File: src/rtl/inte_n.sv
// inte_n: inverse differencing (integration) stage for the ARIMA forecast path.
// A d-th order differenced sample is integrated back to the original scale one
// difference order per cycle, using the per-order last values held in s[].
module inte_n #(
  parameter int Q     = 15,
  parameter int N     = 32,
  parameter int D_MAX = 10
) (
  input  logic                clk,
  input  logic                rst_n,
  input  logic                clear,
  input  logic [N-1:0]        d_order_in,
  input  logic                init_load,
  input  logic signed [N-1:0] init_vals [0:D_MAX-1],
  input  logic                in_valid,
  output logic                in_ready,
  input  logic signed [N-1:0] data_in,
  output logic                out_valid,
  input  logic                out_ready,
  output logic signed [N-1:0] data_out,
  output logic                initialised,
  output logic                ovf
);

  localparam int DW = $clog2(D_MAX + 1);
  localparam logic signed [N-1:0] SAT_MAX = {1'b0, {(N-1){1'b1}}};
  localparam logic signed [N-1:0] SAT_MIN = {1'b1, {(N-1){1'b0}}};

  typedef enum logic [1:0] {S_IDLE, S_READY, S_ACC, S_OUT} state_e;

  state_e               state_q, state_d;
  logic signed [N-1:0]  s_q [D_MAX];
  logic signed [N-1:0]  s_d [D_MAX];
  logic [DW-1:0]        d_reg_q, d_reg_d;
  logic [DW-1:0]        k_q, k_d;
  logic signed [N-1:0]  acc_q, acc_d;
  logic signed [N-1:0]  dout_q, dout_d;
  logic                 init_q, init_d;
  logic                 ovf_q, ovf_d;

  logic                 accept;
  logic [DW-1:0]        d_clamp;
  logic signed [N:0]    sum_w;
  logic signed [N-1:0]  sat_t;
  logic                 sat_hit;

  assign accept  = in_valid && in_ready;
  assign d_clamp = (d_order_in > N'(D_MAX)) ? DW'(D_MAX) : d_order_in[DW-1:0];

  // Saturating add of the running value and the current order's last value.
  always_comb begin
    sum_w   = {acc_q[N-1], acc_q} + {s_q[k_q][N-1], s_q[k_q]};
    sat_hit = sum_w[N] ^ sum_w[N-1];
    sat_t   = sat_hit ? (sum_w[N] ? SAT_MIN : SAT_MAX) : sum_w[N-1:0];
  end

  // Next-state: init_load can restart from any state, clear overrides everything.
  always_comb begin
    state_d = state_q;
    if (clear) begin
      state_d = S_IDLE;
    end else if (init_load) begin
      state_d = S_READY;
    end else begin
      case (state_q)
        S_READY: if (accept) state_d = (d_reg_q == '0) ? S_OUT : S_ACC;
        S_ACC:   if (k_q == '0) state_d = S_OUT;
        S_OUT:   if (out_ready) state_d = S_READY;
        default: state_d = state_q;
      endcase
    end
  end

  // Datapath: seed on init_load, walk orders from d_reg-1 down to 0 in ACC.
  always_comb begin
    for (int i = 0; i < D_MAX; i++) s_d[i] = s_q[i];
    d_reg_d = d_reg_q;
    k_d     = k_q;
    acc_d   = acc_q;
    dout_d  = dout_q;
    init_d  = init_q;
    ovf_d   = ovf_q;
    if (clear) begin
      for (int i = 0; i < D_MAX; i++) s_d[i] = '0;
      d_reg_d = '0;
      k_d     = '0;
      acc_d   = '0;
      dout_d  = '0;
      init_d  = 1'b0;
      ovf_d   = 1'b0;
    end else if (init_load) begin
      for (int i = 0; i < D_MAX; i++) s_d[i] = init_vals[i];
      d_reg_d = d_clamp;
      ovf_d   = 1'b0;
      init_d  = 1'b1;
    end else begin
      case (state_q)
        S_READY: begin
          if (accept) begin
            acc_d = data_in;
            // Order 0 passes straight through; data_out only moves on entry to OUT.
            if (d_reg_q == '0) dout_d = data_in;
            else               k_d    = d_reg_q - 1'b1;
          end
        end
        S_ACC: begin
          s_d[k_q] = sat_t;
          acc_d    = sat_t;
          if (sat_hit) ovf_d = 1'b1;
          if (k_q == '0) dout_d = sat_t;
          else           k_d    = k_q - 1'b1;
        end
        default: ;
      endcase
    end
  end

  // Handshake outputs; in_ready is withheld in the cycle a reload or clear lands.
  always_comb begin
    in_ready    = (state_q == S_READY) && !init_load && !clear;
    out_valid   = (state_q == S_OUT);
    data_out    = dout_q;
    initialised = init_q;
    ovf         = ovf_q;
  end

  // State and datapath registers.
  always_ff @(posedge clk or negedge rst_n) begin
    if (!rst_n) begin
      state_q <= S_IDLE;
      for (int i = 0; i < D_MAX; i++) s_q[i] <= '0;
      d_reg_q <= '0;
      k_q     <= '0;
      acc_q   <= '0;
      dout_q  <= '0;
      init_q  <= 1'b0;
      ovf_q   <= 1'b0;
    end else begin
      state_q <= state_d;
      for (int i = 0; i < D_MAX; i++) s_q[i] <= s_d[i];
      d_reg_q <= d_reg_d;
      k_q     <= k_d;
      acc_q   <= acc_d;
      dout_q  <= dout_d;
      init_q  <= init_d;
      ovf_q   <= ovf_d;
    end
  end

endmodule
File: config.mk
export PLATFORM = sky130hd
export DESIGN_NAME = inte_n
export DESIGN_NICKNAME = d
export VERILOG_FILES = /design/src/rtl/inte_n.sv
export SDC_FILE = /design/constraint.sdc
export NUM_CORES = 1
export LEC_CHECK = 0
export ABC_AREA = 0
export CORE_UTILIZATION = 53
export DETAILED_ROUTE_END_ITERATION = 10
export GPL_ROUTABILITY_DRIVEN = 0
export PLACE_DENSITY = 0.8
export SETUP_SLACK_MARGIN = 0.02
export SLEW_MARGIN = 20
export SYNTH_ARGS = -nofsm -noshare
export SYNTH_HDL_FRONTEND = slang
export SYNTH_SLANG_ARGS = --single-unit
File: constraint.sdc
create_clock -name clk -period 6.46 [get_ports clk]
set_clock_uncertainty 0.2 [all_clocks]
set_input_delay 0.646 -clock clk [delete_from_list [all_inputs] [get_ports clk]]
set_output_delay 0.646 -clock clk [all_outputs]
set_load 0.02 [all_outputs]
Word-level counts from Yosys, hierarchy flattened
Cells that the tools add are included.
{"block": "classes", "muxes": 43, "bitwise_logic": 2, "reduce_logical": 18, "eq_ne": 12, "order_cmp": 3, "add_sub_neg": 3}
{"cell": "2-to-1 mux 320 bit", "count": 3}
{"cell": "2-to-1 mux 32 bit", "count": 13}
{"cell": "bitwise mux 320 bit", "count": 1}
{"cell": "binary-select mux 32 bit (select 4 bit)", "count": 1}
{"cell": "demux 32 bit (select 4 bit)", "count": 1}
{"cell": "one-hot mux 32 bit (2 select lines)", "count": 2}
{"cell": "adder 32 x 32 -> 33 bit", "count": 1}
{"cell": "> comparator 32 x 4 -> 1 bit, second input constant", "count": 1}
{"cell": "2-to-1 mux 4 bit", "count": 8}
{"cell": "inequality test 3 bit, second input constant", "count": 5}
{"cell": "2-to-1 mux 2 bit", "count": 5}
{"cell": "AND reduction 5 bit", "count": 2}
{"cell": "nonzero test 3 bit", "count": 3}
{"cell": "logical NOT 4 bit", "count": 2}
{"cell": "inequality test 4 bit, second input constant", "count": 2}
{"cell": "one-hot mux 4 bit (2 select lines)", "count": 1}
{"cell": "subtractor 4 x 1 -> 4 bit, second input constant", "count": 2}
{"cell": "2-to-1 mux 1 bit", "count": 7}
{"cell": "one-hot mux 2 bit (3 select lines)", "count": 1}
{"cell": ">= comparator 5 bit, second input constant", "count": 1}
{"cell": "less-than comparator 5 x 1 -> 1 bit, second input constant", "count": 1}
{"cell": "NOT 4 -> 5 bit", "count": 1}
{"cell": "nonzero test 5 bit", "count": 1}
{"cell": "equality test 2 bit, second input constant", "count": 2}
{"cell": "other kinds (10)", "count": 14}
{"block": "totals", "out_inout_bits": 36, "wordCells": 98, "input_bits": 390, "reg_bits": 396}

Depth between registers and ports, before layout
{"block": "logic_depth", "word_depth": 11, "ltp_mapped": 19, "mapped_depth_nobuf": 15}

Worst setup path after synthesis
OpenSTA, ideal clock, no wires.
{"block": "synth_path", "kind": "reg-to-reg", "from": "register k_q[0]", "to": "register s_q[60] in the netlist's numbering", "arrival_ps": 4950, "path_buffers": 6, "required_time_ps": 6123, "synth_period_minus_slack_ps": 5287, "setup_ps": 137, "stages_incl_launch_ff": 20, "slack_ps": 1173, "cell_sequence": "dfrtp_1 clkbuf_1 clkbuf_1 buf_1 mux4_2 mux2i_1 o21ai_0 ha_1 fa_1 a211oi_1 o211ai_1 a211oi_2 nor4_4 or2_1 buf_2 buf_2 o211ai_1 buf_2 a2bb2oi_1 a21oi_1"}
{"block": "synth_between", "elab_chain_cells": 11, "elab_cells_between_ends": 17, "classes_between": "add/sub: 1; order compare: 2; mux: 11; bitwise: 2; reduce/logical: 1"}
{"item": "from (decl)", "line_no": "35", "rtl": "logic [DW-1:0] k_q, k_d;"}
{"item": "from (signal assigned)", "line_no": "142", "rtl": "k_q <= k_d;"}
{"item": "NOT 4 -> 5 bit (not written as such) (*)", "line_no": "52, 107"}
{"item": "binary-select mux 32 bit (select 4 bit)", "line_no": "52", "rtl": "sum_w = {acc_q[N-1], acc_q} + {s_q[k_q][N-1], s_q[k_q]};"}
{"item": "2-to-1 mux 32 bit (not written as such) (2 in a row)", "line_no": "52"}
{"item": "adder 32 x 32 -> 33 bit", "line_no": "52"}
{"item": "2-to-1 mux 32 bit / bitwise XOR 1 bit (equally long branches)", "line_no": "54, 53"}
{"item": "2-to-1 mux 32 bit", "line_no": "54", "rtl": "sat_t = sat_hit ? (sum_w[N] ? SAT_MIN : SAT_MAX) : sum_w[N-1:0];"}
{"item": "bitwise mux 320 bit (*)", "line_no": "107", "rtl": "s_d[k_q] = sat_t;"}
{"item": "2-to-1 mux 320 bit (*)", "line_no": "97", "rtl": "case (state_q)"}
{"item": "2-to-1 mux 320 bit (*)", "line_no": "91", "rtl": "end else if (init_load) begin"}
{"item": "2-to-1 mux 320 bit (*)", "line_no": "83", "rtl": "if (clear) begin"}
{"item": "to (decl)", "line_no": "32", "rtl": "logic signed [N-1:0] s_q [D_MAX];"}
Mark *: on every way between the ends. The rest lies on a longest branch, timed or not. The select of a mux whose other input is x is not followed.
A chain may end at the register's enable or synchronous reset.

Final worst setup path
{"block": "layout_path", "from": "register k_q[0]", "to": "register acc_q[31]"}
{"block": "layout_between", "elab_chain_cells": 10, "elab_cells_between_ends": 11, "classes_between": "add/sub: 1; mux: 8; bitwise: 2"}
{"item": "NOT 4 -> 5 bit (not written as such) (*)", "line_no": "52"}
{"item": "binary-select mux 32 bit (select 4 bit) (*)", "line_no": "52"}
{"item": "2-to-1 mux 32 bit (not written as such) (*) (2 in a row)", "line_no": "52"}
{"item": "adder 32 x 32 -> 33 bit (*)", "line_no": "52"}
{"item": "2-to-1 mux 32 bit / bitwise XOR 1 bit (equally long branches)", "line_no": "54, 53"}
{"item": "2-to-1 mux 32 bit (*)", "line_no": "54"}
{"item": "one-hot mux 32 bit (2 select lines) (*)", "line_no": "97"}
{"item": "2-to-1 mux 32 bit (*)", "line_no": "91"}
{"item": "2-to-1 mux 32 bit (*)", "line_no": "83"}
{"item": "to (signal assigned)", "line_no": "134", "rtl": "acc_q <= '0;"}
{"item": "to (signal assigned)", "line_no": "143", "rtl": "acc_q <= acc_d;"}
{"item": "to (decl)", "line_no": "36", "rtl": "logic signed [N-1:0] acc_q, acc_d;"}
Marked as above.

==> summary by stage <==
Global routing
The number of antenna violations at the first check in global routing came to 2. The total global routing track utilization is 41.2%. The via count of the first global-routing pass came to 23.5k. The sum of overflow across all layers after global routing is 0. The first global-routing pass estimated 137000 um of wire. The pin count of the biggest net entering global routing is 223.

Critical path
Counting cells, the worst reg-to-reg path comes to 13. On the worst path, the slowest cell contributes a delay of 1.01 ns. The number of buffers and inverters on the critical path is 1. In this run the critical register-to-register path is launched from k_q[0]$_DFFE_PN0P_.

The maximum net fanout on the critical path is 23. The worst setup path is of the reg -> reg kind. The nature of the critical path startpoint is a flop.

In this run the critical register-to-register path is captured at acc_q[31]$_DFFE_PN0P_. STA classifies the critical path endpoint as a flop. STA puts the critical path data arrival time at 6.34 ns.

The setup check on the worst reg-to-reg path leaves a slack of 0.41 ns. The required arrival time at the worst endpoint is 6.75 ns. For this design, the slowest cell found on the critical path is sky130_fd_sc_hd__xnor2_1.

The critical path depth is 13. Walking the worst path, the cells encountered are buf_12 -> mux4_2 -> mux2i_1 -> o21ai_0 -> ha_1 -> a211oi_1 -> o211ai_1 -> a211oi_2 -> nor4_4 -> nor2_1 -> xnor2_1 -> mux2i_1 -> a211oi_1. The cell family contributing the most delay on the critical path is compound AO/OA/AOI/OAI gates.

Timing
The least setup slack across all paths after layout is 0.410 ns. The ratio of final minimum period to clock period is 93.7%. The max-slew violation count is 0. The total negative setup slack is 0 ns. Subtracting the final worst setup slack from the clock period gives 6.05 ns.

Setup repair after global routing left no endpoint under its margin. The worst max-slew margin expressed relative to the limit is 15.5%. The total setup violations reported at the end of the flow is 0. The total count of hold-check failures in the final report was 0.

At the pin with the least slew margin, the transition time is 1.27 ns. The fmax is 165 MHz.

Clock tree
The latest clock arrival within the worst-skew pair is 0.59 ns. The maximum root-to-sink buffer count is 3. The clock transition time at the flip-flop clock pins of the worst setup and hold paths is 0.06 ns.

Counting the buffers created by CTS gives 42. The H-tree was split into 2 levels. TritonCTS built the clock tree. The root buffer cell chosen for the clock tree is sky130_fd_sc_hd__clkbuf_16. The total number of clock tree sinks is 396.

Logic synthesis
By instance count, the leading cell after synthesis is sky130_fd_sc_hd__dfrtp_1. Synthesis inferred 396 register bits. The count of distinct cell types in the synthesized netlist is 67. The simple-gate area share of the yosys netlist is 9.73%.

The post-synthesis async set-or-reset flop share is 100%. The portion of synthesized area spent on multiplexers is 7.98%. Ranked by instance count, the synthesized netlist is headed by sky130_fd_sc_hd__dfrtp_1, sky130_fd_sc_hd__a21oi_1, sky130_fd_sc_hd__nor2_1. The synthesized net count is 2873. The mapped netlist covers 22700 um^2. By area the synthesized netlist is led by sky130_fd_sc_hd__dfrtp_1, sky130_fd_sc_hd__a21oi_1, sky130_fd_sc_hd__mux4_2.

The mean cell area of the mapped netlist is 9.27 um^2. The largest area contributor in the netlist is sky130_fd_sc_hd__dfrtp_1. The dominant synthesized flop cell is sky130_fd_sc_hd__dfrtp_1. The share of the synthesized area in the top cell type is 43.6%. During synthesis, Yosys emitted a total of 0 warnings. The share of the Yosys chip area taken by registers is 43.6%. The compound-gate portion of the synthesized area is 31.5%.

The number of synthesized flops with an enable pin is 0. Synthesis handed over a netlist of 2449 instances. Summing the areas of all fa, ha and maj instances in the mapped netlist gives 1.91% of the synthesized area. By area, the combinational part of the netlist is dominated by compound AO/OA/AOI/OAI gates. The parity-gate share of the synthesized area counting xor and xnor cells is 0.964%.

Routing
The number of vias per cell after detailed routing is 7.12. The number of search-and-repair iterations in the first detailed-routing pass is 9. After detailed routing, the number of remaining DRC violations is 0. The overall via count from detail_route is 23.8k.

In the final routed layout, each cell accounts on average for 27.2 um. The detail route stage leaves a number of antenna-violating nets equal to 0. For this block, the initial DRC count from the detailed router was 3606.

The routed design has 91200 um of wire.

Place
OpenSTA, run right after detailed placement, puts the worst setup slack at 0.549 ns. During placement, the flow inserted port buffers numbering 425. The standard cell area after detailed placement is 27600 um^2. The HPWL after detailed placement is 63600 um.

The number of cells after detailed placement is 3270.

Min path
The launch instance of the worst min-delay path is data_out[10]$_DFFE_PN0P_. The end point of the worst hold path is data_out[10]$_DFFE_PN0P_. In this run the worst hold path is classified as reg -> reg. The worst hold path was traced through 2 stages.

Final layout
For this run, the post-layout net count is 3201. The fraction of layout cells with a size suffix above 1 is 9.26%. At the end of the flow the core is filled with cells to 68.8%.

The area growth from synthesis to layout is 27.6%. After the flow finishes, the layout carries non-filler instances totaling 3348. Summing all non-filler instances in the final layout gives an area of 29000 um^2.

Pwr
Dividing total power by cell area gives a power density of 248 nW/um^2. Summed over all cells, the static leakage comes to 11.7 nW. Across the VDD grid, the largest voltage drop is 0.162 mV.

Status
The flow ran to the end, and the final reports show no timing, DRC or antenna violations.

Floorplan
Once the floorplan was initialized, standard cells occupied 53.9% of the core. From left edge to right edge, the die measures 209 um. The floorplan die height is 209 um.

The core box area is 42100 um^2. Pin placement for this block handled 426 I/O pins. After floorplanning, the core was divided into 75 placement rows. The die covers 43700 um^2.

Run
Across the run, the number of max-cap violations was 0.
==> what timing repair did <==
item                                    in CTS  in global routing
endpoints found under the hold margin       39                  0
gates resized for setup                      0                  1
endpoints found under the setup margin       0                183
hold buffers                                 1                  0
buffers inserted                             0                  1
==> routing by layer <==
layer  global-route usage [%]  part of all wire, %
met5                        0                0.029
met4                     22.7                  6.2
met3                     13.7                   14
met2                     60.5                   44
met1                     53.7                   36
==> worst max path at each step <==
stage | from | slack [ns] | endpoint
2_1_floorplan | k_q[0]$_DFFE_PN0P_ | 1.17 | s_q[60]$_DFFE_PN0P_
3_3_place_gp | k_q[0]$_DFFE_PN0P_ | 0.68 | s_q[295]$_DFFE_PN0P_
3_5_place_dp | k_q[0]$_DFFE_PN0P_ | 0.55 | s_q[208]$_DFFE_PN0P_
4_1_cts | k_q[0]$_DFFE_PN0P_ | 0.50 | s_q[74]$_DFFE_PN0P_
5_1_grt | k_q[0]$_DFFE_PN0P_ | 0.15 | s_q[168]$_DFFE_PN0P_
6_report | k_q[0]$_DFFE_PN0P_ | 0.41 | acc_q[31]$_DFFE_PN0P_
==> metrics by stage <==
| step | total power (W) | hold WS (ns) |
|---|---|---|
| after global placement | 0.00461 | 0.260 |
| final | 0.00718 | 0.283 |
| after detailed placement | 0.00466 | 0.273 |
| after CTS | 0.00707 | 0.285 |
| after floorplan | 0.00378 | 0.150 |
| after global routing | 0.00736 | 0.300 |
==> layout by cell type, fill, tap and decap left out, types with 7 or more instances in the layout <==
cell / instances
sky130_fd_sc_hd__clkdlybuf4s50_1: 423
sky130_fd_sc_hd__dfrtp_1: 393
sky130_fd_sc_hd__a21oi_1: 334
sky130_fd_sc_hd__nor2_1: 254
sky130_fd_sc_hd__o21ai_0: 243
sky130_fd_sc_hd__a22oi_1: 172
sky130_fd_sc_hd__nand2_1: 161
sky130_fd_sc_hd__o21a_1: 97
sky130_fd_sc_hd__buf_4: 78
sky130_fd_sc_hd__mux4_2: 64
sky130_fd_sc_hd__clkbuf_16: 42
sky130_fd_sc_hd__mux2i_1: 37
sky130_fd_sc_hd__a2bb2oi_1: 35
sky130_fd_sc_hd__ha_1: 33
sky130_fd_sc_hd__a311oi_1: 26
sky130_fd_sc_hd__a211oi_1: 25
sky130_fd_sc_hd__nand3_1: 22
sky130_fd_sc_hd__o31ai_1: 19
sky130_fd_sc_hd__o211ai_1: 19
sky130_fd_sc_hd__a31oi_1: 19
sky130_fd_sc_hd__a221oi_1: 18
sky130_fd_sc_hd__inv_1: 17
sky130_fd_sc_hd__o21ai_1: 16
sky130_fd_sc_hd__or3_1: 14
sky130_fd_sc_hd__xnor2_1: 14
sky130_fd_sc_hd__clkbuf_1: 13
sky130_fd_sc_hd__nor3_1: 12
sky130_fd_sc_hd__o211a_1: 12
sky130_fd_sc_hd__o221ai_1: 12
sky130_fd_sc_hd__nand4_1: 11
sky130_fd_sc_hd__a21oi_2: 10
sky130_fd_sc_hd__nor4_1: 10
sky130_fd_sc_hd__o22a_1: 10
sky130_fd_sc_hd__clkbuf_8: 10
sky130_fd_sc_hd__xor2_1: 8
sky130_fd_sc_hd__a21o_1: 7
==> cells by family (layout without fill, tap and decap cells) <==
| logic type | count (synthesis) | after routing |
|---|---|---|
| buf+inv | 245 | 604 |
| fa+ha+maj | 34 | 34 |
| mux | 101 | 101 |
| compound gates | 1125 | 1125 |
| flops | 396 | 396 |
| xor+xnor | 25 | 25 |
| other cells | 0 | 1 |
| simple gates | 523 | 523 |
==> final cells by class <==
class | instances | area [um^2]
Clock inverter | 10 | 126
Multi-Input combinational cell | 1808 | 12000
Timing Repair Buffer | 510 | 4970
Inverter | 19 | 71.3
Fill cell | 3219 | 13200
Clock buffer | 65 | 1240
Antenna cell | 1 | 2.50
Sequential cell | 396 | 9920
Tap cell | 539 | 674
==> state kept, by name (all words and copies together), names as in the netlist <==
register and count:
data_out 32, s_q 320, ovf 1, k_q 4, acc_q 32, state_q 2
d_reg_q 4, initialised 1
==> where the power goes <==
| group | internal (W) | switching (W) | total [W] |
|---|---|---|---|
| combinational | 0.000764 | 0.00115 | 0.00191 |
| sequential | 0.00268 | 0.000139 | 0.00282 |
| clock | 0.00140 | 0.00104 | 0.00245 |
==> worst register-to-register path: cells and delay by family, from the launching register on <==
| family | cells | cell delay (ns) |
|---|---|---|
| AOI/OAI and AO/OA | 5 | 1.30 |
| DFF | 1 | 0.78 |
| adders and majority gates | 1 | 0.40 |
| buffers and inverters | 1 | 0.33 |
| and+or+nand+nor | 2 | 0.66 |
| muxes | 3 | 1.27 |
| xor gates and xnor gates | 1 | 1.01 |
No activity file was read; power rests on OpenSTA's default activity.
